## config.mk

```make
export PLATFORM = sky130hd
export DESIGN_NAME = fruit_spawn_controller_flat
export DESIGN_NICKNAME = d
export VERILOG_FILES = /design/src/rtl/fruit_spawn_controller_if.sv /design/src/rtl/fruit_spawn_controller.sv /design/src/flat_wrapper.sv
export SDC_FILE = /design/constraint.sdc
export NUM_CORES = 1
export LEC_CHECK = 0
export ABC_AREA = 1
export BUFFER_PORTS_ARGS = -buffer_cell sky130_fd_sc_hd__buf_2
export CAP_MARGIN = 15
export CORE_ASPECT_RATIO = 1.4
export CORE_MARGIN = 4
export CORE_UTILIZATION = 61
export CTS_CLUSTER_DIAMETER = 200
export CTS_CLUSTER_SIZE = 16
export DETAILED_ROUTE_END_ITERATION = 16
export GPL_TIMING_DRIVEN = 0
export PLACE_DENSITY = 0.87
export SETUP_SLACK_MARGIN = 0.05
export SLEW_MARGIN = 20
export SYNTH_ARGS = -nofsm -noshare
export SYNTH_HDL_FRONTEND = slang
export SYNTH_SLANG_ARGS = --single-unit
```

## constraint.sdc

```tcl
create_clock -name clk -period 7.2 [get_ports clk]
set_clock_uncertainty 0.05 [all_clocks]
set_input_delay 0.72 -clock clk [delete_from_list [all_inputs] [get_ports clk]]
set_output_delay 0.72 -clock clk [all_outputs]
set_load 0.01 [all_outputs]
```

## src/rtl/fruit_spawn_controller_if.sv

```systemverilog
// Bundles the spawn handshake, RNG feed, snake body read port and fruit outputs.
// master : requester/playfield side (drives request, rnd, head, length, body data)
// slave  : fruit_spawn_controller (drives body address, fruit state, status pulses)
interface fruit_spawn_controller_if #(
  parameter int unsigned COORD_WIDTH  = 11,
  parameter int unsigned LENGTH_WIDTH = 6
);
  logic                    spawn_req;
  logic [23:0]             rnd;
  logic [COORD_WIDTH-1:0]  head_x;
  logic [COORD_WIDTH-1:0]  head_y;
  logic [LENGTH_WIDTH-1:0] snake_len;
  logic [LENGTH_WIDTH-1:0] seg_idx;
  logic [COORD_WIDTH-1:0]  seg_x;
  logic [COORD_WIDTH-1:0]  seg_y;
  logic [COORD_WIDTH-1:0]  fruit_x;
  logic [COORD_WIDTH-1:0]  fruit_y;
  logic [1:0]              fruit_type;
  logic                    fruit_valid;
  logic                    busy;
  logic                    spawn_done;
  logic                    spawn_fail;

  modport master (
    output spawn_req, rnd, head_x, head_y, snake_len, seg_x, seg_y,
    input  seg_idx, fruit_x, fruit_y, fruit_type, fruit_valid, busy, spawn_done, spawn_fail
  );

  modport slave (
    input  spawn_req, rnd, head_x, head_y, snake_len, seg_x, seg_y,
    output seg_idx, fruit_x, fruit_y, fruit_type, fruit_valid, busy, spawn_done, spawn_fail
  );
endinterface

```

## src/rtl/fruit_spawn_controller.sv

```systemverilog
// Fruit placement sequencer: draws a candidate cell from the RNG, scans the snake
// body one segment per clock, retries on collision and commits the first free cell.
// Ports:
//   clk      system clock
//   reset_n  asynchronous active-low reset
//   bus      fruit_spawn_controller_if.slave (request, rnd, head, body port, fruit outputs)
module fruit_spawn_controller #(
  parameter int unsigned COORD_WIDTH    = 11,
  parameter int unsigned LENGTH_WIDTH   = 6,
  parameter int unsigned DISPLAY_WIDTH  = 136,
  parameter int unsigned DISPLAY_HEIGHT = 76,
  parameter int unsigned BLOCK_SIZE     = 10,
  parameter int unsigned MAX_TRIES      = 10,
  parameter int unsigned INIT_X         = 100,
  parameter int unsigned INIT_Y         = 100
) (
  input  logic clk,
  input  logic reset_n,
  fruit_spawn_controller_if.slave bus
);

  localparam int unsigned TW = $clog2(MAX_TRIES + 1);
  localparam int unsigned CW = COORD_WIDTH;
  localparam int unsigned LW = LENGTH_WIDTH;

  typedef enum logic [2:0] {
    S_IDLE,
    S_DRAW,
    S_SCAN,
    S_COMMIT,
    S_FAIL
  } state_t;

  state_t          r_state;
  logic [TW-1:0]   r_tries;
  logic [LW-1:0]   r_len_l;
  logic [LW-1:0]   r_seg_idx;
  logic [CW-1:0]   r_cand_x;
  logic [CW-1:0]   r_cand_y;
  logic [1:0]      r_cand_t;
  logic [CW-1:0]   r_fruit_x;
  logic [CW-1:0]   r_fruit_y;
  logic [1:0]      r_fruit_t;
  logic            r_fruit_valid;
  logic            r_busy;
  logic            r_done;
  logic            r_fail;

  // Candidate cell from the RNG fields; products stay <= 1350 so CW bits suffice.
  logic [11:0]     w_cell_x;
  logic [11:0]     w_cell_y;
  logic [CW-1:0]   w_draw_x;
  logic [CW-1:0]   w_draw_y;
  logic [1:0]      w_draw_t;
  logic            w_hit;
  logic            w_last;
  logic [TW-1:0]   w_tries_nxt;

  assign w_cell_x    = bus.rnd[11:0]  % 12'(DISPLAY_WIDTH);
  assign w_cell_y    = bus.rnd[23:12] % 12'(DISPLAY_HEIGHT);
  assign w_draw_x    = CW'(w_cell_x * 12'(BLOCK_SIZE));
  assign w_draw_y    = CW'(w_cell_y * 12'(BLOCK_SIZE));
  assign w_draw_t    = (bus.rnd[2:1] == 2'b00) ? 2'b01 : bus.rnd[2:1];

  // The head is not part of the body memory, so it is checked alongside segment 0.
  assign w_hit       = ((bus.seg_x == r_cand_x) && (bus.seg_y == r_cand_y)) ||
                       ((r_seg_idx == '0) && (bus.head_x == r_cand_x) && (bus.head_y == r_cand_y));
  assign w_last      = (r_seg_idx == (r_len_l - LW'(1)));
  assign w_tries_nxt = r_tries + TW'(1);

  // Search sequencer; all outputs are registered here.
  always_ff @(posedge clk or negedge reset_n) begin
    if (!reset_n) begin
      r_state       <= S_IDLE;
      r_tries       <= '0;
      r_len_l       <= LW'(1);
      r_seg_idx     <= '0;
      r_cand_x      <= '0;
      r_cand_y      <= '0;
      r_cand_t      <= 2'b01;
      r_fruit_x     <= CW'(INIT_X);
      r_fruit_y     <= CW'(INIT_Y);
      r_fruit_t     <= 2'b01;
      r_fruit_valid <= 1'b1;
      r_busy        <= 1'b0;
      r_done        <= 1'b0;
      r_fail        <= 1'b0;
    end else begin
      r_done <= 1'b0;
      r_fail <= 1'b0;
      case (r_state)
        S_IDLE: begin
          if (bus.spawn_req) begin
            r_fruit_valid <= 1'b0;
            r_busy        <= 1'b1;
            r_tries       <= '0;
            r_len_l       <= (bus.snake_len == '0) ? LW'(1) : bus.snake_len;
            r_state       <= S_DRAW;
          end
        end
        S_DRAW: begin
          r_cand_x  <= w_draw_x;
          r_cand_y  <= w_draw_y;
          r_cand_t  <= w_draw_t;
          r_seg_idx <= '0;
          r_state   <= S_SCAN;
        end
        S_SCAN: begin
          if (w_hit) begin
            r_tries <= w_tries_nxt;
            r_state <= (w_tries_nxt == TW'(MAX_TRIES)) ? S_FAIL : S_DRAW;
          end else if (w_last) begin
            r_state <= S_COMMIT;
          end else begin
            r_seg_idx <= r_seg_idx + LW'(1);
          end
        end
        S_COMMIT: begin
          r_fruit_x     <= r_cand_x;
          r_fruit_y     <= r_cand_y;
          r_fruit_t     <= r_cand_t;
          r_fruit_valid <= 1'b1;
          r_done        <= 1'b1;
          r_busy        <= 1'b0;
          r_state       <= S_IDLE;
        end
        S_FAIL: begin
          r_fail  <= 1'b1;
          r_busy  <= 1'b0;
          r_state <= S_IDLE;
        end
        default: r_state <= S_IDLE;
      endcase
    end
  end

  assign bus.seg_idx     = r_seg_idx;
  assign bus.fruit_x     = r_fruit_x;
  assign bus.fruit_y     = r_fruit_y;
  assign bus.fruit_type  = r_fruit_t;
  assign bus.fruit_valid = r_fruit_valid;
  assign bus.busy        = r_busy;
  assign bus.spawn_done  = r_done;
  assign bus.spawn_fail  = r_fail;

endmodule
```

## src/flat_wrapper.sv

```systemverilog
// flat-port wrapper written by rule: the top's interface ports become plain ports
module fruit_spawn_controller_flat 
#(
  parameter int unsigned COORD_WIDTH    = 11,
  parameter int unsigned LENGTH_WIDTH   = 6,
  parameter int unsigned DISPLAY_WIDTH  = 136,
  parameter int unsigned DISPLAY_HEIGHT = 76,
  parameter int unsigned BLOCK_SIZE     = 10,
  parameter int unsigned MAX_TRIES      = 10,
  parameter int unsigned INIT_X         = 100,
  parameter int unsigned INIT_Y         = 100
)
  (clk, reset_n, bus_spawn_req, bus_rnd, bus_head_x, bus_head_y, bus_snake_len, bus_seg_x, bus_seg_y, bus_seg_idx, bus_fruit_x, bus_fruit_y, bus_fruit_type, bus_fruit_valid, bus_busy, bus_spawn_done, bus_spawn_fail);
  fruit_spawn_controller_if #(.COORD_WIDTH(COORD_WIDTH), .LENGTH_WIDTH(LENGTH_WIDTH)) bus_i ();
  input  logic clk;
  input  logic reset_n;
  input wire logic [$bits(bus_i.spawn_req)-1:0] bus_spawn_req;
  input wire logic [$bits(bus_i.rnd)-1:0] bus_rnd;
  input wire logic [$bits(bus_i.head_x)-1:0] bus_head_x;
  input wire logic [$bits(bus_i.head_y)-1:0] bus_head_y;
  input wire logic [$bits(bus_i.snake_len)-1:0] bus_snake_len;
  input wire logic [$bits(bus_i.seg_x)-1:0] bus_seg_x;
  input wire logic [$bits(bus_i.seg_y)-1:0] bus_seg_y;
  output wire logic [$bits(bus_i.seg_idx)-1:0] bus_seg_idx;
  output wire logic [$bits(bus_i.fruit_x)-1:0] bus_fruit_x;
  output wire logic [$bits(bus_i.fruit_y)-1:0] bus_fruit_y;
  output wire logic [$bits(bus_i.fruit_type)-1:0] bus_fruit_type;
  output wire logic [$bits(bus_i.fruit_valid)-1:0] bus_fruit_valid;
  output wire logic [$bits(bus_i.busy)-1:0] bus_busy;
  output wire logic [$bits(bus_i.spawn_done)-1:0] bus_spawn_done;
  output wire logic [$bits(bus_i.spawn_fail)-1:0] bus_spawn_fail;
  assign bus_i.spawn_req = bus_spawn_req;
  assign bus_i.rnd = bus_rnd;
  assign bus_i.head_x = bus_head_x;
  assign bus_i.head_y = bus_head_y;
  assign bus_i.snake_len = bus_snake_len;
  assign bus_i.seg_x = bus_seg_x;
  assign bus_i.seg_y = bus_seg_y;
  assign bus_seg_idx = bus_i.seg_idx;
  assign bus_fruit_x = bus_i.fruit_x;
  assign bus_fruit_y = bus_i.fruit_y;
  assign bus_fruit_type = bus_i.fruit_type;
  assign bus_fruit_valid = bus_i.fruit_valid;
  assign bus_busy = bus_i.busy;
  assign bus_spawn_done = bus_i.spawn_done;
  assign bus_spawn_fail = bus_i.spawn_fail;
  fruit_spawn_controller #(.COORD_WIDTH(COORD_WIDTH), .LENGTH_WIDTH(LENGTH_WIDTH), .DISPLAY_WIDTH(DISPLAY_WIDTH), .DISPLAY_HEIGHT(DISPLAY_HEIGHT), .BLOCK_SIZE(BLOCK_SIZE), .MAX_TRIES(MAX_TRIES), .INIT_X(INIT_X), .INIT_Y(INIT_Y)) u_core (.clk(clk), .reset_n(reset_n), .bus(bus_i));
endmodule
```

==> After elaboration in Yosys (flattened, before gate mapping) <==
Cells that the tools add are included.
{ "totals": {"input_bits": 77, "out_inout_bits": 34, "elab_cells": 74, "ff_bits": 67} }
{ "op_classes": {"eq_ne": 15, "reduce_logical": 19, "addsub": 3, "div": 2, "multipliers": 2, "n_mux": 19} }
{ "op_table": {"columns": ["operator", "count"], "rows": [
  ["$eq A11 B11 Y1", 4],
  ["$mul A12 B3 Y10 const B", 2],
  ["$mux W6", 3],
  ["$logic_not A6 Y1", 2],
  ["$mod A12 B7 Y12 const B", 1],
  ["$mod A12 B8 Y12 const B", 1],
  ["$mux W3", 4],
  ["$pmux W6 S2", 1],
  ["$pmux W3 S3", 1],
  ["$mux W4", 2],
  ["$pmux W4 S2", 1],
  ["$reduce_and A2 Y1", 4],
  ["$reduce_bool A2 Y1", 4],
  ["$add A6 B1 Y6 const B", 1],
  ["$eq A3 B2 Y1 const B", 2],
  ["$eq A6 B6 Y1", 1],
  ["$ne A2 B2 Y1 const B", 3],
  ["$reduce_and A3 Y1", 2],
  ["$sub A6 B1 Y6 const B", 1],
  ["$add A4 B1 Y4 const B", 1],
  ["$eq A4 B4 Y1 const B", 1],
  ["$mux W1", 4],
  ["$pmux W1 S2", 2],
  ["$eq A3 B1 Y1 const B", 1],
  ["9 further kinds", 11]
]} }

==> Logic depth before layout (Yosys ltp) <==
Gate-level depths: netlist of run 1.
{ "depth": {"depth_word": 6, "mapped_depth": 46, "mapped_depth_nobuf": 46} }

==> Least setup slack after synthesis of run 1 <==
Ideal clock, no wire load.
{ "synth_timing": {"kind": "input to register", "startpoint": "in bus_rnd[7]", "endpoint": "reg u_core.r_cand_x[10]", "path_buffers": 0, "setup_time_ns": 0.065, "arrival_time_ns": 5.022, "cell_stages": 43, "path_slack_ns": 2.063, "required_ns": 7.085, "path_cell_list": "inv_1 nand2_1 nor2_2 nand2_1 o21ai_1 inv_1 nand2_1 o21bai_2 nand2_2 inv_1 nor2_1 nand2_1 xor2_1 nand2_2 nand2_2 clkinv_2 nand2_1 nand2_2 [... 7 more ...] nand2_4 nand2_2 nand2_2 nand2_1 ha_1 ha_1 fa_1 a21oi_1 nor2_1 nor2_1 nor2_1 o21ai_0 nand2_1 xor2_1 inv_1 nand3_1 nand3_1 nand2_1"} }
{ "synth_between": {"elab_chain_cells": 2} }
{ "synth_lines": {"columns": ["element", "line_no", "rtl"], "rows": [
  ["start, declared", "flat_wrapper.sv:18", "input wire logic [$bits(bus_i.rnd)-1:0] bus_rnd;"],
  ["$mod A12 B8 Y12", "fruit_spawn_controller.sv:59", "assign w_cell_x = bus.rnd[11:0] % 12'(DISPLAY_WIDTH);"],
  ["$mul A12 B3 Y10", "fruit_spawn_controller.sv:61", "assign w_draw_x = CW'(w_cell_x * 12'(BLOCK_SIZE));"],
  ["end signal, assigned", "fruit_spawn_controller.sv:102", "r_cand_x <= w_draw_x;"],
  ["end, declared", "fruit_spawn_controller.sv:38", "logic [CW-1:0] r_cand_x;"]
]} }
No other way between the ends.
A chain may end at the register's enable or synchronous reset.

==> Worst setup path after layout of run 1 <==
{ "layout_timing": {"startpoint": "in bus_rnd[9]", "endpoint": "reg u_core.r_cand_x[10]"} }
Same word-level chain as after synthesis.

==> flow_metrics.env, run 1 <==
export IMPL_met1_capacity_usage_during_global_routing_pct=28.79
export IMPL_p_switching_mw=1.403
export IMPL_seq_area_frac_synth_pct=30.89
export IMPL_yosysTopAreaCell="dfrtp_1"
export IMPL_irDropWorstVdd_mv=0.3002
export IMPL_synthFlopType="dfrtp_1"
export IMPL_startpoint_type="input port"
export IMPL_number_of_antenna_violations_at_the_first_check_in_global_routing=0
export IMPL_cpLargestDelayFamily="simple AND/OR/NAND/NOR gates"
export IMPL_routed_via_count=5440
export IMPL_gr_usage_all_layers_pct=27.34
export IMPL_comb_power_share_pct=63.1
export IMPL_synth_edf_count=0
export IMPL_synthCells=764
export IMPL_areaGrowthSynthToFinish_pct=18.12
export IMPL_static_leakage_power_nw=3.536
export IMPL_synth_seq_cells=67
export IMPL_first_iter_violations=281
export IMPL_route_detailed_drc=0
export IMPL_multiInputGateArea_um2=3293
export IMPL_setup_repair_after_global_routing_missed_its_margin="no"
export IMPL_hold_buffers=0
export IMPL_floorplan_die_width_um=88.02
export IMPL_synthesis_area_per_instance_um2=7.157
export IMPL_antenna_cells=0
export IMPL_layout_cells_most_common="nand2_1"
export IMPL_numClockSinks=67
export IMPL_place_congestion=0.8867
export IMPL_timing_reg2reg_setup_slack_ns=4.36
export IMPL_initial_core_util_pct=63.15
export IMPL_globalRouteMet2Util_pct=50.33
export IMPL_run_status="finished, final reports clean"
export IMPL_tritoncts="built"
export IMPL_slowest_stage="fa_1"
export IMPL_max_cap_viol_count=0
export IMPL_hold_viol_final=0
export IMPL_globalRoute_busiestLayer="met2"
export IMPL_clk_latency_ns=0.33
export IMPL_pwr_share_seq_pct=23.3
export IMPL_ys_warn_count=0
export IMPL_grt_use_met3_pct=5.220
export IMPL_post_cts_setup_buffer_count=0
export IMPL_via_per_inst=5.451
export IMPL_cp_data_arrival_time_ns=5.94
export IMPL_critPathRequiredTime_ns=7.42
export IMPL_ff_latch_area_um2=1689
export IMPL_netlist_top_cells_area="dfrtp_1 (26%), nand2_1 (15%), inv_1 (7.4%)"
export IMPL_pre_cts_slack_ns=1.196
export IMPL_setup_worst_path_end_class="flop"
export IMPL_chipHeight_um=120.0
export IMPL_critPathMaxStageDelay_ns=0.41
export IMPL_drt_total_wl_mm=13.84
export IMPL_overflow=0
export IMPL_io_buffers=108
export IMPL_clock_fmax_mhz=175.0
export IMPL_p_int_mw=1.518
export IMPL_number_of_nets_at_the_end_of_the_flow=998
export IMPL_floorplan_rows=40
export IMPL_postSynth_asyncResetShare_pct=100.0
export IMPL_grt_first_pass_wirelength_mm=23.32
export IMPL_p_clk_share_pct=13.7
export IMPL_synth_cell_type_count=47
export IMPL_place_detailed_instances=982
export IMPL_total_power_mw=2.921
export IMPL_dp_final_hpwl_mm=11.31
export IMPL_most_common_layout_cells="nand2_1 (216), inv_1 (108), buf_2 (107), o21ai_0 (57), dfrtp_1 (57)"
export IMPL_first_global_vias=5491
export IMPL_finalCritPeriodShare_pct=79.35
export IMPL_max_slew_worst_pin_slew_ns=0.9172
export IMPL_critical_path_class="in -> reg"
export IMPL_critical_path_buf_inv_count=6
export IMPL_worstPathMaxFanout=7
export IMPL_grt_max_degree=53
export IMPL_tmin_final_ns=5.713
export IMPL_die_area_um2=10560
export IMPL_cts_resized_gates=0
export IMPL_netlist_area_leader_share_pct=26.09
export IMPL_final_setup_viol_count=0
export IMPL_tritoncts_num_buffers=9
export IMPL_detail_route_antenna_nets=0
export IMPL_finalNonFillerCells=998
export IMPL_hold_class="in -> async"
export IMPL_timing_max_transition_violations_final=0
export IMPL_fin_setup_tns_ns=0
export IMPL_postLayoutSetupSlackWorst_ns=1.487
export IMPL_route_detailed_wl_per_inst_um=13.86
export IMPL_io_pins=111
export IMPL_cts_max_path_buffers=2
export IMPL_dr_pass1_iters=5
export IMPL_root_buffer="clkbuf_16"
export IMPL_core_area_um2=8658
export IMPL_switch_share_pct=48.04
export IMPL_layout_drive_gt1_share_pct=21.95
export IMPL_pwr_density_cell_nw_per_um2=452.2
export IMPL_headroom_to_the_max_slew_limit_pct=38.38
export IMPL_syn_cell_area_um2=5468
export IMPL_clk_transition_reported_paths_ns=0.05
export IMPL_fillerInstances=658
export IMPL_critPathMostFrequentCell="nand2_1"
export IMPL_clock_tree_htree_level_count=3
[power groups by stage]
stage          Clock (mW)  Sequential [mW]  Combinational, mW
5_1_grt             0.421            0.697               2.11
6_report            0.399            0.680               1.84
3_3_place_gp            0            0.670               1.73
4_1_cts             0.404            0.676               1.84
3_5_place_dp            0            0.681               1.82
2_1_floorplan           0            0.687               1.34
[cell families (layout without fill, tap and decap cells)]
family	after synthesis	after routing	synth area share, %
DFF	67	67	30.89
buffers and inverters	126	251	9.153
adders and majority gates	33	33	7.826
other	1	5	0.06858
and+or+nand+nor	378	378	32.06
xor gates and xnor gates	57	57	9.405
AOI/OAI and AO/OA	102	102	10.60
[path summary, 6_finish.rpt]
check | startpoint | end | cells after the start
min | reset_n | u_core.bus.fruit_y[1] | 1
max reg2reg | u_core.r_cand_x[3] | u_core.bus.seg_idx[4] | 16
min reg2reg | u_core.bus.fruit_valid | u_core.bus.fruit_valid | 2
min in group clk | u_core.bus.fruit_valid | u_core.bus.fruit_valid | 2
max in group asynchronous | reset_n | u_core.bus.fruit_valid | 2
max | bus_rnd[9] | u_core.r_cand_x[10] | 44
[state kept, by name (all words and copies together) (netlist names)]
name,cells
u_core.r_len_l,6
u_core.bus.fruit_y,10
u_core.bus.fruit_valid,1
u_core.r_cand_x,10
u_core.r_tries,4
u_core.bus.seg_idx,6
u_core.r_state,3
u_core.bus.spawn_done,1
u_core.bus.fruit_type,2
u_core.bus.spawn_fail,1
u_core.r_cand_y,10
u_core.bus.fruit_x,10
u_core.r_cand_t,2
u_core.bus.busy,1
[stage by stage]
step                area (um2)  util, %  hold WS [ns]
global placement          6155    71.08        0.4010
floorplan                 5483        -        0.3744
detailed placement        6185    71.43        0.4036
global route              6459    74.60        0.2092
finish                    6459    74.60        0.2057
CTS                       6459    74.60        0.2007
[synthesized netlist by cell type, types with 2 or more instances]
master,number
nand2_1,216
inv_1,108
dfrtp_1,57
o21ai_0,57
nand3_1,43
nor2_1,42
xor2_1,32
ha_1,31
nand2_2,25
xnor2_1,23
nand4_1,15
a21oi_1,13
dfstp_2,10
nand3_2,10
nand2_4,7
clkbuf_1,6
inv_2,6
nor3_1,6
nor4_1,6
o22ai_1,6
a31oi_1,5
o211ai_1,4
a211oi_1,3
o21ai_1,3
a21boi_0,2
a221oi_1,2
buf_4,2
clkinv_2,2
fa_1,2
nor2_2,2
xor2_2,2
[final cells by class]
type	count	share of cell area, %
multi-input cells	575	50.99
flip-flops and latches	67	26.15
repair buffers	109	8.834
inverters	116	6.780
clock buffers	14	4.088
well taps	105	2.034
plain buffers	10	0.9686
clock inverters	2	0.1550
[layer usage]
metal / up-vias / wire (um) / share of wire [%]
met1: 2513 / 5078 / 37
met2: 180 / 7398 / 53
li1: 2697 / - / -
met4: 0 / 502 / 3.6
met3: 50 / 857 / 6.2
met5: - / 0 / 0
[worst reg2reg max path, delay by kind of cell, from the launching register on]
kind | cells | cell delay [ns]
AO/OA/AOI/OAI | 5 | 0.81
buffers and inverters | 3 | 0.30
flip-flops | 1 | 0.38
AND/OR/NAND/NOR | 8 | 1.16
Note: power is estimated with default switching activity, not from simulation.
==> run 2: changes to the inputs <==
--- a/config.mk
+++ b/config.mk
@@ -10,12 +10,12 @@
 export CAP_MARGIN = 15
 export CORE_ASPECT_RATIO = 1.4
 export CORE_MARGIN = 4
-export CORE_UTILIZATION = 61
+export CORE_UTILIZATION = 56
 export CTS_CLUSTER_DIAMETER = 200
 export CTS_CLUSTER_SIZE = 16
 export DETAILED_ROUTE_END_ITERATION = 16
 export GPL_TIMING_DRIVEN = 0
-export PLACE_DENSITY = 0.87
+export PLACE_DENSITY = 0.81
 export SETUP_SLACK_MARGIN = 0.05
 export SLEW_MARGIN = 20
 export SYNTH_ARGS = -nofsm -noshare
==> constraint.sdc (replaced) <==
create_clock -name clk -period 5.7 [get_ports clk]
set_clock_uncertainty 0.05 [all_clocks]
set_input_delay 0.57 -clock clk [delete_from_list [all_inputs] [get_ports clk]]
set_output_delay 0.57 -clock clk [all_outputs]
set_load 0.01 [all_outputs]
==> run 2 against run 1 <==
Net effect: worst hold slack got worse by 0.16 ns; first-iteration DRC count fell by 27%; utilization fell by 5.5 points; largest power group unchanged.
==> flow_metrics.env, run 2 (synthesis results as in run 1) <==
export IMPL_run_status="finished, final reports clean"
export IMPL_number_of_antenna_violations_at_the_first_check_in_global_routing=0
export IMPL_max_slew_worst_pin_slew_ns=1.003
export IMPL_comb_power_share_pct=63.6
export IMPL_p_int_mw=1.954
export IMPL_max_cap_viol_count=0
export IMPL_critPathMostFrequentCell="nand2_1"
export IMPL_irDropWorstVdd_mv=0.3154
export IMPL_overflow=0
export IMPL_antenna_cells=0
export IMPL_pwr_density_cell_nw_per_um2=568.2
export IMPL_critical_path_class="in -> reg"
export IMPL_tmin_final_ns=5.210
export IMPL_route_detailed_drc=0
export IMPL_tritoncts_num_buffers=9
export IMPL_total_power_mw=3.733
export IMPL_layout_drive_gt1_share_pct=23.58
export IMPL_route_detailed_wl_per_inst_um=12.65
export IMPL_cp_data_arrival_time_ns=5.43
export IMPL_clock_fmax_mhz=191.9
export IMPL_routed_via_count=5267
export IMPL_critPathMaxStageDelay_ns=0.42
export IMPL_floorplan_die_width_um=91.51
export IMPL_tritoncts="built"
export IMPL_pre_cts_slack_ns=-0.03044
export IMPL_critical_path_buf_inv_count=5
export IMPL_initial_core_util_pct=57.48
export IMPL_rr_startpoint="u_core.r_cand_x[3]"
export IMPL_drt_total_wl_mm=13.00
export IMPL_grt_first_pass_wirelength_mm=21.69
export IMPL_hold_class="in -> async"
export IMPL_detail_route_antenna_nets=0
export IMPL_via_per_inst=5.129
export IMPL_rr_worst_depth=16
export IMPL_gr_usage_all_layers_pct=23.02
export IMPL_dp_final_hpwl_mm=10.53
export IMPL_layout_cells_most_common="nand2_1"
export IMPL_clock_tree_htree_level_count=3
export IMPL_number_of_nets_at_the_end_of_the_flow=1000
export IMPL_final_util_pct=69.07
export IMPL_regToRegEndpoint="u_core.bus.seg_idx[4]"
export IMPL_timing_max_transition_violations_final=0
export IMPL_final_setup_viol_count=0
export IMPL_core_area_um2=9512
export IMPL_p_clk_share_pct=13.5
export IMPL_cpLargestDelayFamily="simple AND/OR/NAND/NOR gates"
export IMPL_setup_worst_path_end_class="flop"
export IMPL_pwr_share_seq_pct=22.9
export IMPL_place_detailed_instances=1009
export IMPL_worstPathMaxFanout=7
export IMPL_areaGrowthSynthToFinish_pct=20.16
export IMPL_startpoint_type="input port"
export IMPL_io_pins=111
export IMPL_timing_reg2reg_setup_slack_ns=2.99
export IMPL_cts_max_path_buffers=2
export IMPL_critPathRequiredTime_ns=5.92
export IMPL_first_global_vias=5031
export IMPL_fin_setup_tns_ns=0
export IMPL_switch_share_pct=47.66
export IMPL_hold_viol_final=0
export IMPL_clk_transition_reported_paths_ns=0.05
export IMPL_most_common_layout_cells="nand2_1 (212), inv_1 (108), buf_2 (107), dfrtp_1 (57), o21ai_0 (55)"
export IMPL_finalNonFillerCells=1027
export IMPL_clk_latency_ns=0.33
export IMPL_setup_repair_after_global_routing_missed_its_margin="yes"
export IMPL_headroom_to_the_max_slew_limit_pct=32.61
export IMPL_postLayoutSetupSlackWorst_ns=0.4899
export IMPL_grt_max_degree=54
export IMPL_dr_pass1_iters=5
export IMPL_numClockSinks=67
export IMPL_io_buffers=108
export IMPL_floorplan_rows=42
export IMPL_first_iter_violations=204
export IMPL_p_switching_mw=1.779
export IMPL_place_congestion=0.8866
export IMPL_chipHeight_um=124.9
export IMPL_root_buffer="clkbuf_16"
export IMPL_die_area_um2=11430
export IMPL_slowest_stage="fa_1"
export IMPL_finalCritPeriodShare_pct=91.41
export IMPL_static_leakage_power_nw=3.560
## run 2: final cells by class
| type | count | area [um2] |
|---|---|---|
| Buffer | 10 | 62.56 |
| Clock buffer | 14 | 264.0 |
| Clock inverter | 2 | 10.01 |
| Fill cell | 845 | 2942 |
| Inverter | 116 | 437.9 |
| Multi-Input combinational cell | 575 | 3356 |
| Sequential cell | 67 | 1689 |
| Tap cell | 132 | 165.2 |
| Timing Repair Buffer | 111 | 585.6 |
## run 2: worst max path at each step
stage / startpoint / to / slack (ns) / cells after the start
2_1_floorplan: bus_rnd[7] / u_core.r_cand_x[10] / 0.71 / 43
6_report: bus_rnd[8] / u_core.r_cand_x[10] / 0.49 / 43
3_3_place_gp: bus_rnd[9] / u_core.r_cand_x[10] / 0.07 / 44
4_1_cts: bus_rnd[9] / u_core.r_cand_x[10] / 0.29 / 44
3_5_place_dp: bus_rnd[9] / u_core.r_cand_x[10] / -0.03 / 44
5_1_grt: bus_rnd[9] / u_core.r_cand_x[10] / -0.03 / 43
## run 2: what timing repair did
item,4_1_cts,5_1_grt
resized for setup,0,16
endpoints found under the setup margin,0,4
hold buffers,0,0
setup buffers,0,2
## run 2: per-stage QoR
stage               area (um2)  hold slack [ns]
floorplan                 5483           0.2244
CTS                       6492          0.04023
global route              6570          0.04782
finish                    6570          0.04365
global placement          6188           0.3991
detailed placement        6218           0.3928
## run 2: power groups by stage
stage / sequential, mW / combinational (mW) / clock [mW]
6_report: 0.855 / 2.37 / 0.505
5_1_grt: 0.878 / 2.71 / 0.534
3_5_place_dp: 0.857 / 2.28 / 0
2_1_floorplan: 0.868 / 1.70 / 0
4_1_cts: 0.852 / 2.31 / 0.510
3_3_place_gp: 0.853 / 2.22 / 0
## run 2: per-layer routing
layer	wire length [um]	share of wire (%)	up-vias	global-route usage [%]
met1	5011	39	2387	25.20
li1	-	-	2696	-
met2	6843	53	148	42.70
met3	644	5.0	36	3.988
met5	0	0	-	0
met4	495	3.8	0	10.04
